**config.mk**
```make
export PLATFORM = sky130hd
export DESIGN_NAME = fetch_pc_flat
export DESIGN_NICKNAME = d
export VERILOG_FILES = /design/src/rtl/fetch_pc_if.sv /design/src/rtl/fetch_pc.sv /design/src/flat_wrapper.sv
export SDC_FILE = /design/constraint.sdc
export NUM_CORES = 1
export LEC_CHECK = 0
export ABC_AREA = 1
export ABC_CLOCK_PERIOD_IN_PS = 4570
export BUFFER_PORTS_ARGS = -buffer_cell sky130_fd_sc_hd__buf_4
export CAP_MARGIN = 20
export CORE_MARGIN = 2
export CORE_UTILIZATION = 55
export DETAILED_ROUTE_END_ITERATION = 12
export PLACE_DENSITY = 0.85
export SETUP_SLACK_MARGIN = 0.4
export SLEW_MARGIN = 20
export SYNTH_ARGS = -nofsm -noshare
export SYNTH_HDL_FRONTEND = slang
export SYNTH_SLANG_ARGS = --single-unit
```
**constraint.sdc**
```tcl
create_clock -name clk -period 4.57 [get_ports clk]
set_input_delay 0 -clock clk [delete_from_list [all_inputs] [get_ports clk]]
set_output_delay 0 -clock clk [all_outputs]
set_load 0.01 [all_outputs]
```
**src/rtl/fetch_pc_if.sv**
```systemverilog
// rtl/fetch_pc_if.sv - fetch PC stage control/redirect and fetch-side status bundle
interface fetch_pc_if;
  logic        stall_i;
  logic        br_taken_i;
  logic [31:0] br_target_i;
  logic        jmp_i;
  logic [31:0] jmp_target_i;
  logic [31:0] pc_o;
  logic [31:0] pc_if_o;
  logic        valid_if_o;
  logic        flush_o;
  logic        trap_o;
  logic [31:0] bad_addr_o;

  modport master (
    output stall_i, br_taken_i, br_target_i, jmp_i, jmp_target_i,
    input  pc_o, pc_if_o, valid_if_o, flush_o, trap_o, bad_addr_o
  );

  modport slave (
    input  stall_i, br_taken_i, br_target_i, jmp_i, jmp_target_i,
    output pc_o, pc_if_o, valid_if_o, flush_o, trap_o, bad_addr_o
  );
endinterface

```
**src/rtl/fetch_pc.sv**
```systemverilog
// rtl/fetch_pc.sv - program counter generation with stall, redirect and fetch trap
module fetch_pc #(
  parameter logic [31:0] RESET_ADDR = 32'h0000_0000,
  parameter logic [31:0] TRAP_ADDR  = 32'h0000_0040,
  parameter int unsigned N          = 20
) (
  input  logic       clk,
  input  logic       rst,
  fetch_pc_if.slave  bus
);

  typedef enum logic [1:0] {BOOT, RUN, TRAP} state_t;

  state_t      state_q, state_d;
  logic [31:0] pc_q, pc_d;
  logic [31:0] pc_if_q, pc_if_d;
  logic        valid_q, valid_d;
  logic        trap_q, trap_d;
  logic [31:0] bad_q, bad_d;
  logic        upd, redirect;
  logic [31:0] sel;

  function automatic logic is_legal(input logic [31:0] a);
    return (a[1:0] == 2'b00) && ((a >> 2) <= 32'(N));
  endfunction

  always_ff @(posedge clk) begin
    if (!rst) begin
      state_q <= BOOT;
      pc_q    <= RESET_ADDR;
      pc_if_q <= 32'h0;
      valid_q <= 1'b0;
      trap_q  <= 1'b0;
      bad_q   <= 32'h0;
    end else begin
      state_q <= state_d;
      pc_q    <= pc_d;
      pc_if_q <= pc_if_d;
      valid_q <= valid_d;
      trap_q  <= trap_d;
      bad_q   <= bad_d;
    end
  end

  always_comb begin
    state_d  = state_q;
    pc_d     = pc_q;
    pc_if_d  = pc_if_q;
    valid_d  = valid_q;
    trap_d   = 1'b0;
    bad_d    = bad_q;
    upd      = 1'b0;
    redirect = 1'b0;
    sel      = pc_q + 32'd4;

    case (state_q)
      BOOT: upd = !bus.stall_i;
      RUN: begin
        // A resolved branch overrides a stall; a decoded jump waits for it.
        if (bus.br_taken_i) begin
          upd      = 1'b1;
          redirect = 1'b1;
          sel      = bus.br_target_i;
        end else if (bus.jmp_i && !bus.stall_i) begin
          upd      = 1'b1;
          redirect = 1'b1;
          sel      = bus.jmp_target_i;
        end else begin
          upd = !bus.stall_i;
        end
      end
      TRAP: begin
        pc_d    = TRAP_ADDR;
        valid_d = 1'b0;
        state_d = RUN;
      end
      default: state_d = BOOT;
    endcase

    if (upd) begin
      pc_if_d = pc_q;
      if (is_legal(sel)) begin
        pc_d    = sel;
        valid_d = !redirect;
        state_d = RUN;
      end else begin
        bad_d   = sel;
        trap_d  = 1'b1;
        valid_d = 1'b0;
        state_d = TRAP;
      end
    end
  end

  assign bus.pc_o       = pc_q;
  assign bus.pc_if_o    = pc_if_q;
  assign bus.valid_if_o = valid_q;
  assign bus.flush_o    = redirect;
  assign bus.trap_o     = trap_q;
  assign bus.bad_addr_o = bad_q;

endmodule

```
**src/flat_wrapper.sv**
```systemverilog
// flat-port wrapper written by rule: the top's interface ports become plain ports
module fetch_pc_flat 
#(
  parameter logic [31:0] RESET_ADDR = 32'h0000_0000,
  parameter logic [31:0] TRAP_ADDR  = 32'h0000_0040,
  parameter int unsigned N          = 20
)
  (clk, rst, bus_stall_i, bus_br_taken_i, bus_br_target_i, bus_jmp_i, bus_jmp_target_i, bus_pc_o, bus_pc_if_o, bus_valid_if_o, bus_flush_o, bus_trap_o, bus_bad_addr_o);
  fetch_pc_if bus_i ();
  input  logic clk;
  input  logic rst;
  input wire logic [$bits(bus_i.stall_i)-1:0] bus_stall_i;
  input wire logic [$bits(bus_i.br_taken_i)-1:0] bus_br_taken_i;
  input wire logic [$bits(bus_i.br_target_i)-1:0] bus_br_target_i;
  input wire logic [$bits(bus_i.jmp_i)-1:0] bus_jmp_i;
  input wire logic [$bits(bus_i.jmp_target_i)-1:0] bus_jmp_target_i;
  output wire logic [$bits(bus_i.pc_o)-1:0] bus_pc_o;
  output wire logic [$bits(bus_i.pc_if_o)-1:0] bus_pc_if_o;
  output wire logic [$bits(bus_i.valid_if_o)-1:0] bus_valid_if_o;
  output wire logic [$bits(bus_i.flush_o)-1:0] bus_flush_o;
  output wire logic [$bits(bus_i.trap_o)-1:0] bus_trap_o;
  output wire logic [$bits(bus_i.bad_addr_o)-1:0] bus_bad_addr_o;
  assign bus_i.stall_i = bus_stall_i;
  assign bus_i.br_taken_i = bus_br_taken_i;
  assign bus_i.br_target_i = bus_br_target_i;
  assign bus_i.jmp_i = bus_jmp_i;
  assign bus_i.jmp_target_i = bus_jmp_target_i;
  assign bus_pc_o = bus_i.pc_o;
  assign bus_pc_if_o = bus_i.pc_if_o;
  assign bus_valid_if_o = bus_i.valid_if_o;
  assign bus_flush_o = bus_i.flush_o;
  assign bus_trap_o = bus_i.trap_o;
  assign bus_bad_addr_o = bus_i.bad_addr_o;
  fetch_pc #(.RESET_ADDR(RESET_ADDR), .TRAP_ADDR(TRAP_ADDR), .N(N)) u_core (.clk(clk), .rst(rst), .bus(bus_i));
endmodule
```
== Word level (Yosys, flattened, before mapping) ==
Cells that the tools add are included.

* Add/sub/neg operators: 1
* Order comparisons: 1
* Equal/unequal tests: 3
* Multiplexer cells: 19
* Bitwise gates (word level): 1
* Reduce and logical (&&, ||, !) cells: 10

{| class="wikitable"
|+ Operators by type and width
! operator !! count
|-
| $mux W32 || 6
|-
| $add A32 B3 Y32 const B || 1
|-
| $le A30 B5 Y1 const B || 1
|-
| $mux W1 || 9
|-
| $logic_not A2 Y1 || 2
|-
| $mux W2 || 2
|-
| $pmux W2 S2 || 1
|-
| $reduce_and A2 Y1 || 2
|-
| $eq A2 B1 Y1 const B || 1
|-
| $eq A2 B2 Y1 const B || 1
|-
| $logic_and A1 B1 Y1 || 2
|-
| $logic_not A1 Y1 || 2
|-
| $ne A2 B1 Y1 const B || 1
|-
| $pmux W1 S2 || 1
|-
| $reduce_bool A2 Y1 || 1
|-
| $reduce_or A2 Y1 || 1
|-
| $not A1 Y1 || 1
|}

* Flip-flop bits (word level): 100
* Input bits: 69
* Output and inout bits: 99
* Logic and storage cells: 41

== Logic depth before layout (Yosys ltp) ==
* Depth in word-level cells: 9
* Gate-level depth with buffers: 20
* Mapped depth without buffers: 18

== Worst setup path after synthesis ==
OpenSTA, ideal clock, no wires.

* Kind: register -> register
* Start point: register u_core.pc_q[2] (netlist: u_core.bus.pc_o[2])
* End point: register u_core.bad_q[12] (netlist: u_core.bus.bad_addr_o[12])
* Setup time: 0.115 ns
* Data arrival time: 2.249 ns
* Required time: 4.455 ns
* Setup slack: 2.206 ns
* Stages on the path, launching flop included: 15
* Path buffers: 1
* Clock period less this slack: 2.364 ns
* Cell sequence: dfxtp_1 > ha_1 > inv_1 > nor2_4 > nand2_1 > nor2_1 > xnor2_1 > o21ai_1 > nor2_1 > nand3_1 > nor2_4 > nand2_4 > buf_2 > a21oi_1 > nor2_1

* Cells in the longest elaborated chain, start to end: 8

{| class="wikitable"
|+ Ends and longest elaborated chain
! element !! RTL line !! text
|-
| start, declared || fetch_pc.sv:15 || <nowiki>logic [31:0] pc_q, pc_d;</nowiki>
|-
| start signal, assigned || fetch_pc.sv:37 || <nowiki>pc_q <= pc_d;</nowiki>
|-
| $add A32 B3 Y32 (*) || fetch_pc.sv:54 || <nowiki>sel = pc_q + 32'd4;</nowiki>
|-
| $mux W32 || fetch_pc.sv:64 || <nowiki>end else if (bus.jmp_i && !bus.stall_i) begin</nowiki>
|-
| $mux W32 || fetch_pc.sv:60 || <nowiki>if (bus.br_taken_i) begin</nowiki>
|-
| $mux W32 (*) || fetch_pc.sv:56 || <nowiki>case (state_q)</nowiki>
|-
| $le A30 B5 Y1 || fetch_pc.sv:24 || <nowiki>return (a[1:0] == 2'b00) && ((a >> 2) <= 32'(N));</nowiki>
|-
| $logic_and A1 B1 Y1 || fetch_pc.sv:24 ||
|-
| $not A1 Y1 (no line) || - ||
|-
| $reduce_and A2 Y1 (no line) || - ||
|-
| end signal, assigned || fetch_pc.sv:34 || <nowiki>bad_q <= 32'h0;</nowiki>
|-
| end signal, assigned || fetch_pc.sv:41 || <nowiki>bad_q <= bad_d;</nowiki>
|-
| end, declared || fetch_pc.sv:19 || <nowiki>logic [31:0] bad_q, bad_d;</nowiki>
|}

Mark *: on every way between the ends. The rest lies on a longest branch, timed or not.
A chain may end at the register's enable or synchronous reset.

== Worst setup path after layout ==
* Start point: register u_core.state_q[0]
* End point: register u_core.bad_q[6] (netlist: u_core.bus.bad_addr_o[6])

* Cells in the longest elaborated chain, start to end: 6
* Elaborated cells on any way between the ends: 9
* Classes of those cells: 1 x order compare; 1 x eq/ne; 2 x mux; 1 x bitwise; 4 x reduce/logical

{| class="wikitable"
|+ Ends and longest elaborated chain
! element !! RTL line !! text
|-
| start, declared || fetch_pc.sv:14 || <nowiki>state_t state_q, state_d;</nowiki>
|-
| start signal, assigned || fetch_pc.sv:36 || <nowiki>state_q <= state_d;</nowiki>
|-
| $eq A2 B1 Y1 || fetch_pc.sv:56 ||
|-
| $mux W32 || fetch_pc.sv:56 ||
|-
| $le A30 B5 Y1 or $logic_not A2 Y1 (tied branches) || fetch_pc.sv:24 ||
|-
| $logic_and A1 B1 Y1 || fetch_pc.sv:24 ||
|-
| $not A1 Y1 (no line) || - ||
|-
| $reduce_and A2 Y1 (no line) || - ||
|}

Several ways; a longest one is shown, not always the timed one.

==> flow_metrics.tcl <==
set metrics [dict create \
    status "finished, final reports clean" \
    synth_most_common_cell "nand2_1" \
    end_kind "flip-flop" \
    syn_area_um2 5405 \
    yosys_warnings 0 \
    p_comb_frac 0.460 \
    synth_compound_area_frac 0.1236 \
    yosysSeqAreaShare 0.3704 \
    finalSetupTns_ps 0 \
    worst_hold_slack_ps 69.05 \
    syn_inst 838 \
    dp_slack_ps 1548 \
    cp-start-kind "flip-flop" \
    postCtsSetupBuffers 0 \
    final_hold_viol_count 0 \
    rsz0062_at_grt "no" \
    max_cap_violations 0 \
    hold_start "bus_jmp_target_i[10]" \
    dp.final_hpwl_um 11710 \
    dp.cells 1097 \
    track_usage 0.3000 \
    antenna_cells 0 \
    drc 0 \
    p_leak_nw 3.415 \
    p_clk_frac 0.179 \
    antenna_found_initial 0 \
    drv_slew 0 \
    cts_tree "yes" \
    required_ps 4840 \
    routed_wl_um 16110 \
    grt_max_degree 95 \
    ioPinCount 168 \
    grt.overflow.total 0 \
    wl_per_cell_um 14.46 \
    synthesis.nets 908 \
    cts_max_path_buffers 2 \
    tightest_slew_ps 943.6 \
    swShare 0.4337 \
    yosysTopAreaCellShare 0.3704 \
    cp_max_fo 53 \
    reg2reg_slack_ps 1450 \
    numClockSinks 100 \
    placed_cell_area_um2 6626 \
    hold_class "in2reg" \
    setup_viol 0 \
    fin_ws_ps 1449 \
    period_share 0.6829 \
    grt_pass1_wl_um 24840 \
    cts_resized 0 \
    yosys.area_share.adder 0.002315 \
    fin_nets 1046 \
    pwr-share-seq 0.361 \
    synthMuxAreaShare 0 \
    synth_edf_count 0 \
    finalClockSkew_ps 18.65 \
    crit_start "u_core.state_q[0]$_SDFFE_PN0P_" \
    cts_root_buf "clkbuf_8" \
    ant_nets 0 \
    clkLatencyLatePin_ps 380 \
    rows 36 \
    synth_xor_area_frac 0.006481 \
    cp.arrival_ps 3390 \
    initial_core_util 0.5607 \
    timing.fmax_mhz 320.4 \
    synth_top_family_by_area "simple AND/OR/NAND/NOR gates" \
    synth.avg_cell_area_um2 6.450 \
    numPortBuffers 167 \
    clkTransAtPathRegs_ps 110 \
    core_um2 9639 \
    layoutNonFillerInstCount 1114 \
    fin_crit_ps 3121 \
    path_class "reg2reg" \
    post_synth_num_cell_types 34 \
    peakVddDrop_mv 0.2978 \
    postLayoutCellArea_um2 6839 \
    cts_buffers 9 \
    async_flop_share 0 \
    p_sw_mw 1.392 \
    vias 5979 \
    die_h_um 103.1 \
    vias_per_cell 5.367 \
    ys_seq_elements 100 \
    layout-area-overhead-vs-synth_pct 26.53 \
    p_per_area_nw_per_um2 469.2 \
    synthSimpleGateAreaFrac 0.3903 \
    final_util 0.7095 \
    r2r_start "u_core.state_q[0]$_SDFFE_PN0P_" \
    slew_headroom 0.3702 \
    dieArea_um2 10640 \
    dieWidth_um 103.1 \
    routabilityCongestion 0.9994 \
    total_power_mw 3.209 \
    layout-drive-gt1-share 0.2192 \
    grt_pass1_vias 5184 \
    synthTopCellsByCount "nand2_1 (222), nor2_1 (119), dfxtp_1 (100)" \
    drtPass1Iterations 7 \
    cts_htree_levels 3 \
    synthTopCellsByArea "dfxtp_1 (37%), nand2_1 (15%), nor2_1 (8.3%)" \
    synth_top_area_cell "dfxtp_1" \
    yosys_most_used_dff "dfxtp_1" \
    dr.first_iter.drc_count 470 \
    p_int_mw 1.817 \
]
## power by group through the flow
stage          Clock (mW)  Combinational, mW  Sequential, mW
6_report            0.574               1.48            1.16
5_1_grt             0.615               1.65            1.18
4_1_cts             0.572               1.47            1.15
3_5_place_dp            0               1.46            1.17
3_3_place_gp            0               1.45            1.17
2_1_floorplan           0               1.01            1.23
## critical path, cell delays in order, from the launching register on
cell	delay [ps]
dfxtp_1	360
inv_1	40
nor2_1	510
nand2_1	120
buf_4	260
inv_1	170
o21ai_1	120
nor2_1	130
nand3_1	80
nand2_1	80
nand3_1	120
nor2_4	210
nand2_4	330
nand2_4	280
nand2_1	70
nand2_1	60
nor2_1	40
## path summary, 6_finish.rpt
kind	to	cells past startpoint
worst min register to register	u_core.bus.bad_addr_o[10]$_SDFFE_PN0P_	2
worst max-delay path	u_core.bus.bad_addr_o[6]$_SDFFE_PN0P_	16
worst min-delay path	u_core.bus.bad_addr_o[10]$_SDFFE_PN0P_	6
worst max register to register	u_core.bus.bad_addr_o[6]$_SDFFE_PN0P_	16
## per-layer routing
| layer | track usage | vias up | routed length (um) |
|---|---|---|---|
| met5 | 0 | - | 0 |
| met4 | 0.1134 | 0 | 544 |
| met3 | 0.05831 | 45 | 1238 |
| met2 | 0.4815 | 272 | 7394 |
| met1 | 0.4006 | 2691 | 6931 |
| li1 | - | 2971 | - |
## sequential cells by signal, summed over array words and instances, names as in the netlist
register and count:
u_core.state_q 2, u_core.bus.valid_if_o 1, u_core.bus.trap_o 1, u_core.bus.bad_addr_o 32, u_core.bus.pc_o 32, u_core.bus.pc_if_o 32
## layout make-up
| cell class | instances | area [um^2] |
|---|---|---|
| Clock buffer | 9 | 123.9 |
| Clock inverter | 7 | 78.83 |
| Tap cell | 133 | 166.4 |
| Multi-Input combinational cell | 602 | 2833 |
| Fill cell | 889 | 2800 |
| Sequential cell | 100 | 2002 |
| Timing Repair Buffer | 172 | 1294 |
| Inverter | 91 | 341.6 |
## kinds of logic after synthesis
logic type                 Yosys count
DFF                                100
AOI/OAI and AO/OA                  123
buffers and inverters              136
adders and majority gates            1
and+or+nand+nor                    474
xor gates and xnor gates             4
## placed cells by master, fill, tap and decap left out, types with 2 or more instances in the layout
master and n:
inv_2 5, or2_1 3, nand2_1 221, o21ai_0 41
a21boi_0 2, clkinv_8 2, xor2_1 2, clkbuf_8 9
buf_4 171, nor3_1 3, xnor2_1 2, nand3_1 51
nand3b_1 20, inv_6 2, nor2_4 3, nand2_2 3
nand2_4 3, a21oi_1 60, nor2_2 12, o21ai_1 3
nor2_1 119, a22oi_1 10, inv_1 85, a22o_1 5
clkinv_4 2, nand4_1 33, dfxtp_1 100
## repair_timing
item	CTS	global route
setup endpoints to repair	0	0
hold buffers	1	0
hold endpoints to repair	1	0
No activity file was read; power rests on OpenSTA's default activity.
